<file path="config.mk">
export PLATFORM = sky130hd
export DESIGN_NAME = sipo_deser
export DESIGN_NICKNAME = d
export VERILOG_FILES = /design/src/rtl/sipo_deser.sv
export SDC_FILE = /design/constraint.sdc
export NUM_CORES = 1
export LEC_CHECK = 0
export CELL_PAD_IN_SITES_DETAIL_PLACEMENT = 1
export CELL_PAD_IN_SITES_GLOBAL_PLACEMENT = 2
export CORE_AREA = 4 4 55 47
export DETAILED_ROUTE_END_ITERATION = 8
export DIE_AREA = 0 0 59 51
export MAX_ROUTING_LAYER = met4
export PLACE_DENSITY_LB_ADDON = 0.25
export SLEW_MARGIN = 30
export SYNTH_ARGS = -nofsm -noshare
export SYNTH_HDL_FRONTEND = slang
export SYNTH_SLANG_ARGS = --single-unit
</file>
<file path="constraint.sdc">
create_clock -name clk -period 1.6 [get_ports clk]
set_clock_uncertainty 0.2 [all_clocks]
set_input_delay 0.24 -clock clk [delete_from_list [all_inputs] [get_ports clk]]
set_output_delay 0.24 -clock clk [all_outputs]
set_load 0.02 [all_outputs]
</file>
<file path="src/rtl/sipo_deser.sv">
// sipo_deser: serial-in parallel-out deserializer with a one-word output buffer.
// The shift register keeps collecting bits while the output word waits for the consumer.
//
// Parameters:
//   n          parallel word width in bits (n >= 2)
//   MSB_FIRST  1: the first received bit lands in b[n-1]; 0: it lands in b[0]
// Ports:
//   clk        clock; all state updates on the rising edge
//   rst        synchronous active-high reset
//   sin        serial data bit, sampled only when sin_valid=1
//   sin_valid  qualifies sin
//   b          deserialized word
//   b_valid    b holds an unconsumed word
//   b_ready    consumer takes b on an edge with b_valid=1 and b_ready=1
//   busy       a partial frame is being collected
//   overrun    sticky: a completed word was dropped (cleared only by rst)
//   parity_err one-cycle pulse on a bad parity bit (always 0 without parity)
// Build option: define SIPO_PARITY_EN to append one even-parity bit to every frame.
module sipo_deser #(
  parameter int n         = 4,
  parameter bit MSB_FIRST = 1'b1
) (
  input  logic         clk,
  input  logic         rst,
  input  logic         sin,
  input  logic         sin_valid,
  output logic [n-1:0] b,
  output logic         b_valid,
  input  logic         b_ready,
  output logic         busy,
  output logic         overrun,
  output logic         parity_err
);

  localparam int CW = $clog2(n + 1);
  localparam logic [CW-1:0] LAST = CW'(n - 1);
`ifdef SIPO_PARITY_EN
  localparam logic [CW-1:0] FULL = CW'(n);
`endif

  typedef enum logic [1:0] {
    IDLE  = 2'd0,
    SHIFT = 2'd1
`ifdef SIPO_PARITY_EN
    ,
    PAR   = 2'd2
`endif
  } state_e;

  state_e          state_q, state_d;
  logic [CW-1:0]   cnt_q, cnt_d;
  logic [n-1:0]    sh_q, sh_d;
  logic [n-1:0]    b_q, b_d;
  logic            bv_q, bv_d;
  logic            ov_q, ov_d;
`ifdef SIPO_PARITY_EN
  logic            pe_q, pe_d;
  logic            perr;
`endif

  logic [n-1:0]    sh_in;
  logic [n-1:0]    word;
  logic            done;

  // Shift direction decides where the first bit ends up after n shifts.
  always_comb begin
    if (MSB_FIRST) sh_in = {sh_q[n-2:0], sin};
    else           sh_in = {sin, sh_q[n-1:1]};
  end

  // Frame collection: state, count, shift register.
  always_comb begin
    state_d = state_q;
    cnt_d   = cnt_q;
    sh_d    = sh_q;
    word    = sh_q;
    done    = 1'b0;
`ifdef SIPO_PARITY_EN
    perr    = 1'b0;
`endif
    if (sin_valid) begin
      unique case (state_q)
        IDLE, SHIFT: begin
          sh_d = sh_in;
          if (cnt_q == LAST) begin
`ifdef SIPO_PARITY_EN
            // Data complete; hold the word and wait for parity.
            cnt_d   = FULL;
            state_d = PAR;
`else
            cnt_d   = '0;
            state_d = IDLE;
            done    = 1'b1;
            word    = sh_in;
`endif
          end else begin
            cnt_d   = cnt_q + 1'b1;
            state_d = SHIFT;
          end
        end
`ifdef SIPO_PARITY_EN
        PAR: begin
          cnt_d   = '0;
          state_d = IDLE;
          done    = 1'b1;
          word    = sh_q;
          // Even parity: data plus parity bit must XOR to 0.
          perr    = ^{sh_q, sin};
        end
`endif
        default: begin
          cnt_d   = '0;
          state_d = IDLE;
        end
      endcase
    end
  end

  // Output buffer: load on completion if free or being drained,
  // otherwise drop the new word and flag overrun.
  always_comb begin
    b_d  = b_q;
    bv_d = bv_q;
    ov_d = ov_q;
`ifdef SIPO_PARITY_EN
    pe_d = perr;
`endif
    if (done) begin
      if (!bv_q || b_ready) begin
        b_d  = word;
        bv_d = 1'b1;
      end else begin
        ov_d = 1'b1;
      end
    end else if (bv_q && b_ready) begin
      bv_d = 1'b0;
    end
  end

  always_ff @(posedge clk) begin
    if (rst) begin
      state_q <= IDLE;
      cnt_q   <= '0;
      sh_q    <= '0;
      b_q     <= '0;
      bv_q    <= 1'b0;
      ov_q    <= 1'b0;
`ifdef SIPO_PARITY_EN
      pe_q    <= 1'b0;
`endif
    end else begin
      state_q <= state_d;
      cnt_q   <= cnt_d;
      sh_q    <= sh_d;
      b_q     <= b_d;
      bv_q    <= bv_d;
      ov_q    <= ov_d;
`ifdef SIPO_PARITY_EN
      pe_q    <= pe_d;
`endif
    end
  end

  assign b       = b_q;
  assign b_valid = bv_q;
  assign overrun = ov_q;
`ifdef SIPO_PARITY_EN
  assign parity_err = pe_q;
  assign busy       = (cnt_q != '0) || (state_q == PAR);
`else
  assign parity_err = 1'b0;
  assign busy       = (cnt_q != '0);
`endif

endmodule

</file>
# Yosys cells after proc, flatten, opt, wreduce, memory -nomap -nowiden
# Index checks and enable logic that the tools add are counted.
# W data, S select, Z words.
# word_totals
ff_bits,15
in_bits,5
elab_cells,35
out_inout_bits,8
# classes
eq_ne,3
add_sub_neg,1
bitwise,1
n_reduce_logical,11
muxes,13
# op_table
operator,n
$mux W4,3
$reduce_and A2 Y1,4
$mux W1,7
$mux W3,2
$add A3 B1 Y3 const B,1
$eq A3 B2 Y1 const B,1
$reduce_bool A3 Y1,1
$eq A2 B1 Y1 const B,1
$logic_not A2 Y1,1
$mux W2,1
$ne A2 B1 Y1 const B,1
$reduce_bool A2 Y1,1
$reduce_or A2 Y1,1
$logic_and A1 B1 Y1,1
$logic_not A1 Y1,1
$logic_or A1 B1 Y1,1
$not A1 Y1,1

# Logic depth before layout (Yosys ltp)
# depth
depth_word,6
ltp_mapped,4
mapped_depth_nobuf,4

# Worst setup path after synthesis
# No wires, ideal clock.
# synth_timing
path_type,flip-flop to flip-flop
from,register cnt_q[0]
to,register b_q[0] (netlist: b[0])
path_stages_with_launch,5
period_less_slack_ns,1.425
path_buffers,0
setup_time_ns,0.070
slack_ns,0.175
t_arrival_ns,1.155
t_required_ns,1.330
path_cell_list,dfxtp_1 -> ha_1 -> nand3b_4 -> or3b_1 -> a21oi_1
# synth_between
elab_chain_cells,5
word_cells_on_any_way,8
classes_between,eq/ne: 1; mux: 6; reduce/logical: 1
# synth_rtl
item,line_no,source
"start, declared",51,"logic [CW-1:0] cnt_q, cnt_d;"
"start signal, assigned",153,cnt_q <= cnt_d;
$eq A3 B2 Y1 (*),85,if (cnt_q == LAST) begin
$mux W1,85,
$mux W1,82,unique case (state_q)
$mux W1,81,if (sin_valid) begin
$reduce_and A2 Y1 (no line),n/a,
"end signal, assigned",145,b_q <= '0;
"end signal, assigned",155,b_q <= b_d;
"end, declared",53,"logic [n-1:0] b_q, b_d;"
# Every way passes the cells marked *; elsewhere a longest branch is shown, timed or not.
# A chain may end at the register's enable or synchronous reset.

# Worst setup path in the final report
# layout_timing
from,register cnt_q[0]
to,register b_q[3] (netlist: b[3])
# The elaborated chain is that of the path after synthesis.

==> metrics <==
Initial Util 25.7%; design internal power between 0.4 and 0.5 mW; Filler Cell Count ~240; Slew Limit Fails 0; area of the multi-input gates 260 sq um; hpwl dp between 800 and 900 um; drc violations 0; pin count of the biggest net entering global routing 13; Worst Min Path Start b[2]$_SDFFE_PP0P_; Total GRT Usage a little under a tenth; Worst-path clk slew approximately 0.08 ns; synth top area cells dfxtp_1 45%, mux2i_1 7.5%, or3b_1 6.6%, nor2_1 5.0%, a21oi_1 4.7%; crit-path max cell delay between 0.3 and 0.4 ns; Synth top area share between 40% and 50%; Worst-Skew Late Latency between 0.2 and 0.3 ns; FF-to-FF End b[3]$_SDFFE_PP0P_; CTS Buf Count 3; Crit. End Element flop; cell area after synthesis between 500 and 600 sq um; WHS 0.277 ns; CP arrival between 1 and 1.5 ns; worst-case reg-to-reg path depth 5; synth warn 0; die area between 3000 and 4000 sq um; Setup WS pre-CTS -0.0581 ns; CP bufs+invs 1; crit-path cells buf_4, ha_4, nand3b_4, or3b_1, a21oi_1; setup ws final between 0.1 and 0.15 ns; Yosys cell types 21; routed len/inst 11.6 um; antenna viol nets, final 0; CP max-delay cell or3b_1; Worst Hold Class flop to flop; Area growth syn-to-layout 41.5%; Final Net Count 82; RR Startpoint cnt_q[0]$_SDFFE_PP0P_; Pwr Density between 800 and 900 nW/um^2; layout cells sized above 1 between 20% and 30%; Hold Path Depth 2; Initial DRT Pass Iterations 3; Via density 4.18; CTS Hold Bufs 0; Hold Path End b[2]$_SDFFE_PP0P_; fin crit share 92.7%; setup TNS 0 ns; Final Critical Period 1.48 ns; area leader, netlist dfxtp_1; Diodes inserted 0; Final Util between 30% and 40%; CTS tree yes; unrepaired setup endpoints after global routing false; Leak 0.342 nW; core area between 2000 and 2500 sq um; r2r setup slk ~0.12 ns; Vias slightly above 400; Die Ht about 51 um; CTS root buffer clkbuf_4; DR iter-0 viols 3; routed wire length roughly 1100 um; Peak VDD IR about 0.33 mV; Post-Synthesis Cells 55; Storage cell area around 240 sq um; die width around 59 um; MaxCap Viol Count 0; Clock Sinks 12; part of the power in the clock network 38.3%; fmax 674 MHz; row cnt 15; Worst Path Class, Setup flop to flop; Yosys reg bits 12; crit-path max FO 7; first-pass GRT wire length 1950 um; syn nets between 60 and 70; sw frac between 20 and 25%; port bufs 11; clock tree buffer depth 2; initial antenna violation count 0; GP Congestion 0.694; NetSw roughly 0.14 mW; Gate power share 11.9%; sequential fraction of the synthesis area 45.3%; CP delay by family, top simple AND/OR/NAND/NOR gates; H-tree depth 1; Post-DP Area 713 sq um; final instance area 751 sq um; synthesized area per cell 9.65 sq um; sequential power share between 40% and 50%; status completed; Final Hold Fails 0; endpoints failing setup 0; I/O pin count 13; grt total ovfl 0; vias in the first global route 447; Required @ worst endpoint 1.60 ns; Critical Path Source Type flop
placed cells by master, fill, tap and decap left out:
master           instances
ha_4                     1
buf_12                   1
dlygate4sd2_1            6
mux2i_1                  4
buf_4                    7
o21ai_0                  2
or3b_1                   4
or2b_1                   1
inv_1                    3
clkdlybuf4s50_1          4
a31oi_1                  1
buf_2                    1
o21ai_1                  2
ha_1                     1
nor2_1                   7
nand2_1                  1
conb_1                   1
a41oi_1                  1
nor2b_1                  3
dfxtp_2                  1
clkbuf_4                 3
a21oi_1                  5
dfxtp_1                 11
a211oi_1                 1
nand3b_4                 1
clkbuf_8                 1
power groups by stage:
stage | clock network [mW] | logic [mW] | registers [mW]
after floorplan | 0 | 0.0364 | 0.317
after global placement | 0 | 0.0742 | 0.317
after detailed placement | 0 | 0.0756 | 0.317
after CTS | 0.251 | 0.0727 | 0.310
after global routing | 0.272 | 0.0816 | 0.312
final | 0.238 | 0.0738 | 0.310
registers in the layout, summed over array words and instances, names as in the netlist:
signal and count:
b_valid 1, sh_q 3, b 4, cnt_q 3, overrun 1
cell type report:
class                           instances  share of cell area [%]
Inverter                                3                    1.50
Multi-Input combinational cell         36                    34.7
Tap cell                               25                    4.17
Timing Repair Buffer                   19                    22.7
Sequential cell                        12                    32.2
Clock buffer                            4                    4.83
cells in the mapped netlist:
| library cell | n |
|---|---|
| nor2_1 | 7 |
| ha_1 | 2 |
| clkbuf_1 | 1 |
| o21ai_1 | 2 |
| inv_1 | 3 |
| a21oi_1 | 5 |
| a31oi_1 | 1 |
| buf_4 | 1 |
| a211oi_1 | 1 |
| dfxtp_1 | 12 |
| nand2_1 | 1 |
| or2b_1 | 1 |
| conb_1 | 1 |
| buf_8 | 1 |
| nand3b_4 | 1 |
| or3b_1 | 4 |
| buf_2 | 1 |
| nor2b_1 | 3 |
| a41oi_1 | 1 |
| o21ai_0 | 2 |
| mux2i_1 | 4 |
cell families after synthesis:
group                      Yosys count  share of synthesized area (%)
adders and majority gates            2                           4.72
DFF                                 12                           45.3
buffers and inverters                7                           8.02
other                                1                          0.707
AOI/OAI and AO/OA                   12                           12.7
and+or+nand+nor                     17                           21.0
muxes                                4                           7.55
worst register-to-register path, cell delays in order (launching register included):
cell      delay, ns
dfxtp_2        0.33
buf_4          0.12
ha_4           0.16
nand3b_4       0.11
or3b_1         0.36
a21oi_1        0.13
worst max-delay path by stage:
stage / endpoint / start / cells past startpoint / slack [ns]
global route: b[0]$_SDFFE_PP0P_ / cnt_q[0]$_SDFFE_PP0P_ / 5 / 0.02
global placement: b[3]$_SDFFE_PP0P_ / sin_valid / 4 / -0.05
CTS: b[3]$_SDFFE_PP0P_ / cnt_q[0]$_SDFFE_PP0P_ / 5 / 0.01
floorplan: b[0]$_SDFFE_PP0P_ / cnt_q[0]$_SDFFE_PP0P_ / 4 / 0.17
detailed placement: b[1]$_SDFFE_PP0P_ / sin_valid / 4 / -0.06
finish: b[3]$_SDFFE_PP0P_ / cnt_q[0]$_SDFFE_PP0P_ / 5 / 0.12
layer usage:
layer | GRT usage, % | routed length, um | vias up
met5 | - | 0 | -
met4 | 5.66 | 16 | 0
met3 | 4.04 | 69 | 2
met2 | 10.5 | 449 | 10
met1 | 12.4 | 610 | 182
li1 | - | - | 220
timing repair:
action | 4_1_cts | 5_1_grt
buffers inserted | 0 | 0
endpoints found under the setup margin | 11 | 4
gates resized for setup | 11 | 2
through the flow:
stage / total power [mW] / instances
3_5_place_dp: 0.393 / 95
4_1_cts: 0.634 / 99
3_3_place_gp: 0.391 / 95
2_1_floorplan: 0.354 / 55
6_report: 0.622 / 99
5_1_grt: 0.665 / 99
(Power assumes the default switching activity.)
